**config.mk**
```make
export PLATFORM = sky130hd
export DESIGN_NAME = hs_slave_flat
export DESIGN_NICKNAME = d
export VERILOG_FILES = /design/src/rtl/hs_slave_if.sv /design/src/rtl/hs_slave.sv /design/src/flat_wrapper.sv
export SDC_FILE = /design/constraint.sdc
export NUM_CORES = 1
export LEC_CHECK = 0
export ABC_AREA = 1
export CORE_ASPECT_RATIO = 1.4
export CORE_MARGIN = 2
export CORE_UTILIZATION = 40
export CTS_BUF_LIST = sky130_fd_sc_hd__clkbuf_4
export CTS_CLUSTER_DIAMETER = 100
export CTS_CLUSTER_SIZE = 16
export DETAILED_ROUTE_END_ITERATION = 6
export HOLD_SLACK_MARGIN = 0.05
export PLACE_DENSITY = 0.72
export SLEW_MARGIN = 30
export SYNTH_ARGS = -nofsm -noshare
export SYNTH_HDL_FRONTEND = slang
export SYNTH_SLANG_ARGS = --single-unit
```
**constraint.sdc**
```tcl
create_clock -name clk_2 -period 3.7 [get_ports clk_2]
set_input_delay 0.37 -clock clk_2 [delete_from_list [all_inputs] [get_ports clk_2]]
set_output_delay 0.37 -clock clk_2 [all_outputs]
set_load 0.02 [all_outputs]
```
**src/rtl/hs_slave_if.sv**
```systemverilog
// Handshake bundle for hs_slave: the cross-domain request/acknowledge pair
// from the sender plus the local show-ahead valid/ready output stream.
interface hs_slave_if #(
    parameter int DATA_W = 8
);
    logic              valid_2;
    logic [DATA_W-1:0] data_2;
    logic              ready_2;
    logic              out_valid;
    logic [DATA_W-1:0] out_data;
    logic              out_ready;

    modport slave (
        input  valid_2, data_2, out_ready,
        output ready_2, out_valid, out_data
    );

    modport master (
        output valid_2, data_2, out_ready,
        input  ready_2, out_valid, out_data
    );
endinterface

```
**src/rtl/hs_slave.sv**
```systemverilog
// hs_slave: receiving end of a 4-phase valid/ready handshake in the clk_2
// domain. Synchronises valid_2, captures data_2 into a show-ahead FIFO,
// acknowledges with ready_2 and optionally checks for an incrementing sequence.
module hs_slave #(
    parameter int DATA_W      = 8,
    parameter int SYNC_STAGES = 2,
    parameter int FIFO_DEPTH  = 4,
    parameter int CHECK_SEQ   = 1
) (
    input  logic       clk_2,
    input  logic       reset_2,
    hs_slave_if.slave  hs,
    output logic [15:0] rx_count,
    output logic        seq_err,
    output logic [7:0]  err_count
);
    localparam int AW = $clog2(FIFO_DEPTH);

    typedef enum logic {IDLE, ACK} state_t;

    state_t              state_q, state_d;
    logic                ready_q, ready_d;
    logic                push, pop, full, empty, valid_s;
    logic [SYNC_STAGES-1:0] sync_q;
    logic [DATA_W-1:0]   mem [FIFO_DEPTH];
    logic [AW:0]         wr_ptr, rd_ptr;

    // valid_2 synchroniser chain; data_2 is never synchronised
    always_ff @(posedge clk_2) begin
        if (reset_2) sync_q <= '0;
        else         sync_q <= {sync_q[SYNC_STAGES-2:0], hs.valid_2};
    end

    assign valid_s = sync_q[SYNC_STAGES-1];

    // full/empty from registered pointers only, so a pop never frees a slot for a same-cycle push
    assign empty = (wr_ptr == rd_ptr);
    assign full  = (wr_ptr[AW] != rd_ptr[AW]) && (wr_ptr[AW-1:0] == rd_ptr[AW-1:0]);
    assign pop   = !empty && hs.out_ready;

    // FSM state and registered acknowledge
    always_ff @(posedge clk_2) begin
        if (reset_2) begin
            state_q <= IDLE;
            ready_q <= 1'b0;
        end else begin
            state_q <= state_d;
            ready_q <= ready_d;
        end
    end

    // FSM next state: capture once per handshake, release once valid_s is seen low
    always_comb begin
        state_d = state_q;
        ready_d = 1'b0;
        push    = 1'b0;
        case (state_q)
            IDLE: begin
                if (valid_s && !full) begin
                    push    = 1'b1;
                    ready_d = 1'b1;
                    state_d = ACK;
                end
            end
            ACK: begin
                ready_d = 1'b1;
                if (!valid_s) begin
                    ready_d = 1'b0;
                    state_d = IDLE;
                end
            end
            default: state_d = IDLE;
        endcase
    end

    assign hs.ready_2 = ready_q;

    // FIFO pointers, wrap modulo FIFO_DEPTH with an extra lap bit
    always_ff @(posedge clk_2) begin
        if (reset_2) begin
            wr_ptr <= '0;
            rd_ptr <= '0;
        end else begin
            if (push) wr_ptr <= wr_ptr + (AW+1)'(1);
            if (pop)  rd_ptr <= rd_ptr + (AW+1)'(1);
        end
    end

    // FIFO storage write
    always_ff @(posedge clk_2) begin
        if (push) mem[wr_ptr[AW-1:0]] <= hs.data_2;
    end

    assign hs.out_valid = !empty;
    assign hs.out_data  = empty ? '0 : mem[rd_ptr[AW-1:0]];

    // accepted-word counter, wraps naturally
    always_ff @(posedge clk_2) begin
        if (reset_2)   rx_count <= '0;
        else if (push) rx_count <= rx_count + 16'd1;
    end

    generate
        if (CHECK_SEQ != 0) begin : g_seq
            logic              have_first;
            logic [DATA_W-1:0] exp_q;

            // sequence checker: first word only seeds the expectation
            always_ff @(posedge clk_2) begin
                if (reset_2) begin
                    have_first <= 1'b0;
                    exp_q      <= '0;
                    seq_err    <= 1'b0;
                    err_count  <= '0;
                end else begin
                    seq_err <= 1'b0;
                    if (push) begin
                        have_first <= 1'b1;
                        exp_q      <= hs.data_2 + DATA_W'(1);
                        if (have_first && (hs.data_2 != exp_q)) begin
                            seq_err <= 1'b1;
                            if (err_count != 8'hFF) err_count <= err_count + 8'd1;
                        end
                    end
                end
            end
        end else begin : g_noseq
            assign seq_err   = 1'b0;
            assign err_count = '0;
        end
    endgenerate
endmodule

```
**src/flat_wrapper.sv**
```systemverilog
// flat-port wrapper written by rule: the top's interface ports become plain ports
module hs_slave_flat 
#(
    parameter int DATA_W      = 8,
    parameter int SYNC_STAGES = 2,
    parameter int FIFO_DEPTH  = 4,
    parameter int CHECK_SEQ   = 1
)
  (clk_2, reset_2, rx_count, seq_err, err_count, hs_valid_2, hs_data_2, hs_out_ready, hs_ready_2, hs_out_valid, hs_out_data);
  hs_slave_if #(.DATA_W(DATA_W)) hs_i ();
  input  logic clk_2;
  input  logic reset_2;
  output logic [15:0] rx_count;
  output logic seq_err;
  output logic [7:0] err_count;
  input wire logic [$bits(hs_i.valid_2)-1:0] hs_valid_2;
  input wire logic [$bits(hs_i.data_2)-1:0] hs_data_2;
  input wire logic [$bits(hs_i.out_ready)-1:0] hs_out_ready;
  output wire logic [$bits(hs_i.ready_2)-1:0] hs_ready_2;
  output wire logic [$bits(hs_i.out_valid)-1:0] hs_out_valid;
  output wire logic [$bits(hs_i.out_data)-1:0] hs_out_data;
  assign hs_i.valid_2 = hs_valid_2;
  assign hs_i.data_2 = hs_data_2;
  assign hs_i.out_ready = hs_out_ready;
  assign hs_ready_2 = hs_i.ready_2;
  assign hs_out_valid = hs_i.out_valid;
  assign hs_out_data = hs_i.out_data;
  hs_slave #(.DATA_W(DATA_W), .SYNC_STAGES(SYNC_STAGES), .FIFO_DEPTH(FIFO_DEPTH), .CHECK_SEQ(CHECK_SEQ)) u_core (.clk_2(clk_2), .reset_2(reset_2), .hs(hs_i), .rx_count(rx_count), .seq_err(seq_err), .err_count(err_count));
endmodule
```
==> results.md, run 1 <==
* Result of the run: finished, final reports clean
* Number of distinct library cells after synthesis at 34
* Die span in y at 118 um
* Die Footprint at 10100 sq um
* Final worst slack at 0.913 ns
* Clock latency reported for the late side of the worst-skew pair at 0.42 ns
* Number of flip-flops and latches in the synthesized netlist at 77
* Post-route DRC violation count at 0
* P&R area growth vs syn at 18.2%
* Maximum number of pins on one net before global-route repair at 33
* Post CTS Setup Buffer Count at 0
* Global-route wire length before repair at 12.5 mm
* Max-capacitance violation count at 0
* Ratio of cells with drive above 1 in the final layout at 0.0736
* Via density at 4.85
* Half-perimeter wire length after detailed placement at 5.10 mm
* Switching power share of the total at 0.277
* Switching power of the nets at 497 uW
* Initial antenna violation count at 0
* Starting density of the core at 0.410
* Number of endpoints with negative hold slack in the final report at 0
* Share of the yosys chip area belonging to registers at 0.503
* Count of final max-slew check failures at 0
* Startpoint type of the worst setup path: flop
* Slowest cell delay on critical path at 0.59 ns
* Synth area leader: edfxtp_1
* Max stage delay cell, worst path: clkdlybuf4s50_1
* Number of nets in the layout at 518
* Data arrival, critical path at 2.42 ns
* Worst Path Required at 3.33 ns
* Worst slew slack as a fraction of its limit at 0.423
* Cell area after placement at 4210 sq um
* Share of total power in combinational logic at 0.158
* Average wire length per cell after detail routing at 12.1 um
* Depth of the CTS H-tree at 3
* Cell chain of the critical path: inv_1 > nor2_1 > o32ai_1 > nand2_1 > inv_1 > clkdlybuf4s50_1
* Setup repair after global routing missed its margin: no
* Top cell type's share of synthesized area at 0.260
* GRT overflow at 0
* Number of enable flip-flop cells after synthesis at 32
* Transition time of the tightest slew-check pin at 0.859 ns
* Type of the tightest min-delay check: reg2reg
* Buffers on Ports at 46
* Pre-CTS setup slack at 1.34 ns
* Number of global-route vias before repair at 2866
* Nets in the synthesized netlist at 474
* Deepest clock path buffer count at 2
* Flop2flop setup slack at 1.61 ns
* Final Wtd Congestion at 0.805
* CTS clock-pin slew for the worst setup and hold paths at 0.12 ns
* Number of standard cells after synthesis at 454
* Setup TNS Final at 0 ns
* Combined global-route utilization of all metal layers at 0.152
* Power Internal at 1300 uW
* Via count of the routed design at 2960
* Resize count post-CTS at 0
* Cells taking the most area after synthesis: edfxtp_1 26%, dfxtp_1 24%, nand2_1 9.1%, nor2_1 7.7%, inv_1 6.8%
* Warnings from Yosys at 0
* Number of nets with antenna violations after detailed routing at 0
* Power per cell area at 410 nW/um^2
* Leakage power at 0.00168 uW
* Highest attainable clock frequency at 359 MHz
* Area of all placed cells without fillers at 4380 sq um
* Initial detailed-routing violation count at 142
* Root cell of the clock tree: clkbuf_4
* Fin crit share at 0.753
* Async set or reset register ratio after synthesis at 0
* Critical path fanouts, max at 17
* Boundary pin count at 47
* Hold-fix buffer count after cts at 0
* Horizontal die dimension at 85.3 um
* Total wirelength of the detailed-routed design at 7.35 mm
* Site row count at 41
* Core ar. at 9030 sq um
* Ys flop type: dfxtp_1
* Count of endpoints failing setup in the final report at 0
* Leading post-synthesis cells by instance count: 90 x nand2_1, 76 x nor2_1, 67 x inv_1
* Worst Skew at 0.0144 ns
* Worst VDD drop at 0.210 mV
* Num CTS Buffers at 9
* Avg Cell Area, Syn at 8.15 sq um
* Final hold slack at 0.415 ns
* Time the worst path needs with I/O delays and setup at 2.79 ns
* Share of power burned in registers at 0.519
* Combined area of all synthesized cells at 3700 sq um
* Clock tree from TritonCTS: yes
* TritonCTS sink count at 77
* Most frequently used cell type in the post-synthesis netlist: nand2_1
* Clock Power Share at 0.322
* Type of destination of the critical path: output pin
* Antenna Diode Count at 0
* Number of search-and-repair iterations in the first detailed-routing pass at 4
* Critical path type: reg2out
* Worst path most repeated cell: inv_1
[stage by stage]
| stage | cells | power, uW | util |
|---|---|---|---|
| 2_1_floorplan | 454 | 1130 | - |
| 3_3_place_gp | 594 | 1230 | 0.466 |
| 6_report | 610 | 1800 | 0.485 |
| 5_1_grt | 610 | 1890 | 0.485 |
| 4_1_cts | 610 | 1810 | 0.485 |
| 3_5_place_dp | 594 | 1240 | 0.466 |
[flip-flops by register name, indices dropped and copies added (netlist names), named ones only]
name                     flops
u_core.mem                  32
u_core.rx_count             16
u_core.err_count             8
u_core.g_seq.exp_q           8
u_core.rd_ptr                3
u_core.wr_ptr                3
u_core.sync_q                2
u_core.g_seq.have_first      1
u_core.seq_err               1
u_core.state_q               1
[final timing paths]
kind                                       start  cells past startpoint          endpoint
worst min-delay path            u_core.sync_q[0]                      2  u_core.sync_q[1]
worst min register to register  u_core.sync_q[0]                      2  u_core.sync_q[1]
worst max register to register  u_core.wr_ptr[0]                      6  u_core.mem[3][7]
worst max-delay path                        flop                      6    hs_out_data[0]
[area by class of cell]
class | count | area, sq um
clock inverters | 7 | 97.6
inverters | 70 | 263
well taps | 107 | 134
clock buffers | 9 | 67.6
fillers | 878 | 4650
flip-flops and latches | 77 | 1860
multi-input cells | 294 | 1490
repair buffers | 46 | 460
[power groups by stage]
stage | Combinational (uW) | Clock (uW) | Sequential, uW
after floorplan | 193 | 0 | 939
after global placement | 279 | 0 | 951
after detailed placement | 286 | 0 | 952
after CTS | 287 | 595 | 933
after global routing | 321 | 637 | 937
final | 284 | 579 | 933
[cells in the final DEF, fill, tap and decap left out, types with 2 or more instances in the layout]
| master | n |
|---|---|
| nand2_1 | 90 |
| nor2_1 | 76 |
| inv_1 | 66 |
| clkdlybuf4s50_1 | 46 |
| dfxtp_1 | 45 |
| edfxtp_1 | 32 |
| a21oi_1 | 26 |
| o21ai_0 | 24 |
| nand4_1 | 12 |
| nand3_1 | 12 |
| clkbuf_4 | 9 |
| o32ai_1 | 8 |
| ha_1 | 8 |
| xor2_1 | 7 |
| nor3_1 | 4 |
| nor2_2 | 4 |
| inv_2 | 3 |
| nor2_4 | 3 |
| o21ai_1 | 3 |
| nand3_2 | 2 |
| nand2_2 | 2 |
| o31ai_1 | 2 |
| a211oi_1 | 2 |
| clkinvlp_4 | 2 |
| inv_6 | 2 |
| bufinv_16 | 2 |
[per-layer routing]
layer  wire length (um)  part of all wire  track usage
met5                  0                 0            0
met4                 63            0.0086       0.0575
met3                320             0.044       0.0435
met2               3640              0.49        0.250
met1               3330              0.45        0.188
[cell families (layout without fill, tap and decap cells)]
logic type      after synthesis  count (layout)  synth area share
flops                        77              77             0.503
buf+inv                      83             132            0.0939
xor+xnor                      9               9            0.0233
simple gates                210             210             0.249
compound gates               67              67             0.104
fa+ha+maj                     8               8            0.0270
[critical path: cells and delay by family, from the launching register on]
family | cells | cell delay (ns)
buffers and inverters | 3 | 1.09
and+or+nand+nor | 2 | 0.19
DFF | 1 | 0.49
AOI/OAI and AO/OA | 1 | 0.24
(Power assumes the default switching activity.)
==> inputs of run 2 (changes only) <==
--- a/config.mk
+++ b/config.mk
@@ -14,7 +14,7 @@
 export CTS_CLUSTER_SIZE = 16
 export DETAILED_ROUTE_END_ITERATION = 6
 export HOLD_SLACK_MARGIN = 0.05
-export PLACE_DENSITY = 0.72
+export PLACE_DENSITY = 0.74
 export SLEW_MARGIN = 30
 export SYNTH_ARGS = -nofsm -noshare
 export SYNTH_HDL_FRONTEND = slang
==> constraint.sdc (replaced) <==
create_clock -name clk_2 -period 2.2 [get_ports clk_2]
set_input_delay 0.22 -clock clk_2 [delete_from_list [all_inputs] [get_ports clk_2]]
set_output_delay 0.22 -clock clk_2 [all_outputs]
set_load 0.02 [all_outputs]
==> results.md, run 2 (synthesis gave the netlist of run 1 again) <==
* Time the worst path needs with I/O delays and setup at 2.09 ns
* Number of nets with antenna violations after detailed routing at 0 (unchanged)
* P&R area growth vs syn at 21.1%
* Global Route met1 Usage at 0.197 (+0.00915)
* Setup repair after global routing missed its margin: no
* Number of global-route vias before repair at 2984 (+4.1%)
* Worst VDD drop at 0.461 mV (+120%)
* Power per cell area at 654 nW/um^2 (+59%)
* Starting density of the core at 0.410 (unchanged)
* Transition time of the tightest slew-check pin at 0.452 ns (-0.408 ns)
* Area of all placed cells without fillers at 4480 sq um (+2.4%)
* Number of search-and-repair iterations in the first detailed-routing pass at 5 (+1)
* Number of endpoints with negative hold slack in the final report at 0 (unchanged)
* Critical path fanouts, max at 5 (-12)
* Die span in y at 118 um (unchanged)
* Maximum number of pins on one net before global-route repair at 26 (-21%)
* Hold-fix buffer count after cts at 0 (unchanged)
* GR met3 Demand/Resource at 0.0372 (-0.00631)
* Global-route wire length before repair at 13.4 mm (+7.4%)
* Data arrival, critical path at 1.87 ns (-0.55 ns)
* Boundary pin count at 47 (unchanged)
* Worst Path Required at 1.98 ns (-1.35 ns)
* Via count of the routed design at 3127 (+5.6%)
* Setup TNS Final at 0 ns (unchanged)
* Initial detailed-routing violation count at 202 (+42%)
* Core ar. at 9030 sq um (unchanged)
* Via density at 4.99 (+2.8%)
* Worst slew slack as a fraction of its limit at 0.699 (+0.275)
* Number of nets in the layout at 535 (+3.3%)
* GR peak layer: met2
* Max-capacitance violation count at 0 (unchanged)
* Post-route DRC violation count at 0 (unchanged)
* Type of the tightest min-delay check: in2reg
* Most common cell after layout, fill and taps aside: nand2_1
* Ratio of cells with drive above 1 in the final layout at 0.112 (+0.0380)
* Commonest non-fill, non-tap cells in the layout: 89 x nand2_1, 76 x nor2_1, 66 x inv_1
* Clock tree from TritonCTS: yes
* Count of final max-slew check failures at 0 (unchanged)
* Number of flip-flops under the largest register name at 32 (unchanged)
* Count of endpoints failing setup in the final report at 0 (unchanged)
* Combined global-route utilization of all metal layers at 0.163 (+0.0111)
* Antenna Diode Count at 0 (unchanged)
* Critical path type: reg2out
* Leakage power at 0.00178 uW (+6.0%)
* Clock latency reported for the late side of the worst-skew pair at 0.42 ns (about the same)
* Buffers on Ports at 46 (unchanged)
* Total wirelength of the detailed-routed design at 7.90 mm (+7.4%)
* Cell area after placement at 4300 sq um (+2.1%)
* Site row count at 41 (unchanged)
* CTS clock-pin slew for the worst setup and hold paths at 0.13 ns (about the same)
* Average wire length per cell after detail routing at 12.6 um (+4.4%)
* Num CTS Buffers at 9 (unchanged)
* Initial antenna violation count at 0 (unchanged)
* TritonCTS sink count at 77 (unchanged)
* Startpoint type of the worst setup path: flop
* Fin crit share at 0.949
* Result of the run: finished, final reports clean
* Depth of the CTS H-tree at 3 (unchanged)
* Die Footprint at 10100 sq um (unchanged)
* Type of destination of the critical path: output pin
* Deepest clock path buffer count at 2 (unchanged)
* Final Wtd Congestion at 0.796 (-1.1%)
* Worst Skew at 0.00926 ns (-0.00517 ns)
* Half-perimeter wire length after detailed placement at 5.63 mm (+10%)
* Horizontal die dimension at 85.3 um (unchanged)
* Final hold slack at 0.305 ns (-0.110 ns)
* Met2 track utilization from global routing at 0.282 (+0.0317)
* GRT overflow at 0 (unchanged)
* Highest attainable clock frequency at 479 MHz
* Root cell of the clock tree: clkbuf_4
-- run 2: power breakdown --
part / switching (uW) / internal, uW / total, uW
combinational: 312 / 215 / 527
clock: 501 / 338 / 839
sequential: 40.1 / 1520 / 1560
-- run 2: worst max-delay path, stage by stage, from the launching register on --
cell and delay, ns:
dfxtp_1 0.39, xnor2_2 0.27, nand4_4 0.18, buf_4 0.20, nand2_1 0.07, inv_1 0.03, dlygate4sd2_1 0.31
-- run 2: final cells by class --
cell class / instances / area, sq um
fillers: 865 / 4550
clock buffers: 9 / 67.6
flip-flops and latches: 77 / 1870
clock inverters: 7 / 66.3
repair buffers: 63 / 579
well taps: 107 / 134
multi-input cells: 294 / 1500
inverters: 70 / 267
-- run 2: final timing paths --
path | start | endpoint | slack (ns) | cells after the start
worst max-delay path | u_core.wr_ptr[1] | hs_out_data[7] | 0.11 | 6
worst min-delay path | hs_valid_2 | u_core.sync_q[0] | 0.30 | 3
worst max register to register | u_core.wr_ptr[1] | u_core.g_seq.exp_q[7] | 0.41 | 7
worst min register to register | u_core.sync_q[0] | u_core.sync_q[1] | 0.42 | 2
-- run 2: metrics by stage --
step,power (uW),worst slack (ns),std cells,utilization
finish,2930,0.112,627,0.497
global route,3080,0.00666,627,0.497
CTS,2950,0.0773,627,0.497
detailed placement,2100,0.241,606,0.476
global placement,2090,0.277,606,0.476
floorplan,1900,0.431,454,-
-- run 2: repair_timing --
action,CTS,global route
endpoints found under the setup margin,9,5
gates cloned,0,0
buffers inserted,5,0
pin swaps,1,0
gates resized for setup,14,4
hold endpoints to repair,0,0
-- run 2: routing by layer --
| layer | routed length (um) | up-vias |
|---|---|---|
| met5 | 0 | - |
| met4 | 81 | 0 |
| met3 | 307 | 10 |
| met2 | 4030 | 75 |
| met1 | 3470 | 1450 |
| li1 | - | 1592 |
==> inputs of run 3 (changes only) <==
--- a/config.mk
+++ b/config.mk
@@ -6,6 +6,7 @@
 export NUM_CORES = 1
 export LEC_CHECK = 0
 export ABC_AREA = 1
+export ABC_CLOCK_PERIOD_IN_PS = 2200
 export CORE_ASPECT_RATIO = 1.4
 export CORE_MARGIN = 2
 export CORE_UTILIZATION = 40
==> results of run 3 <==
Same layout as run 2: the final DEF is identical, and so are final timing and power.
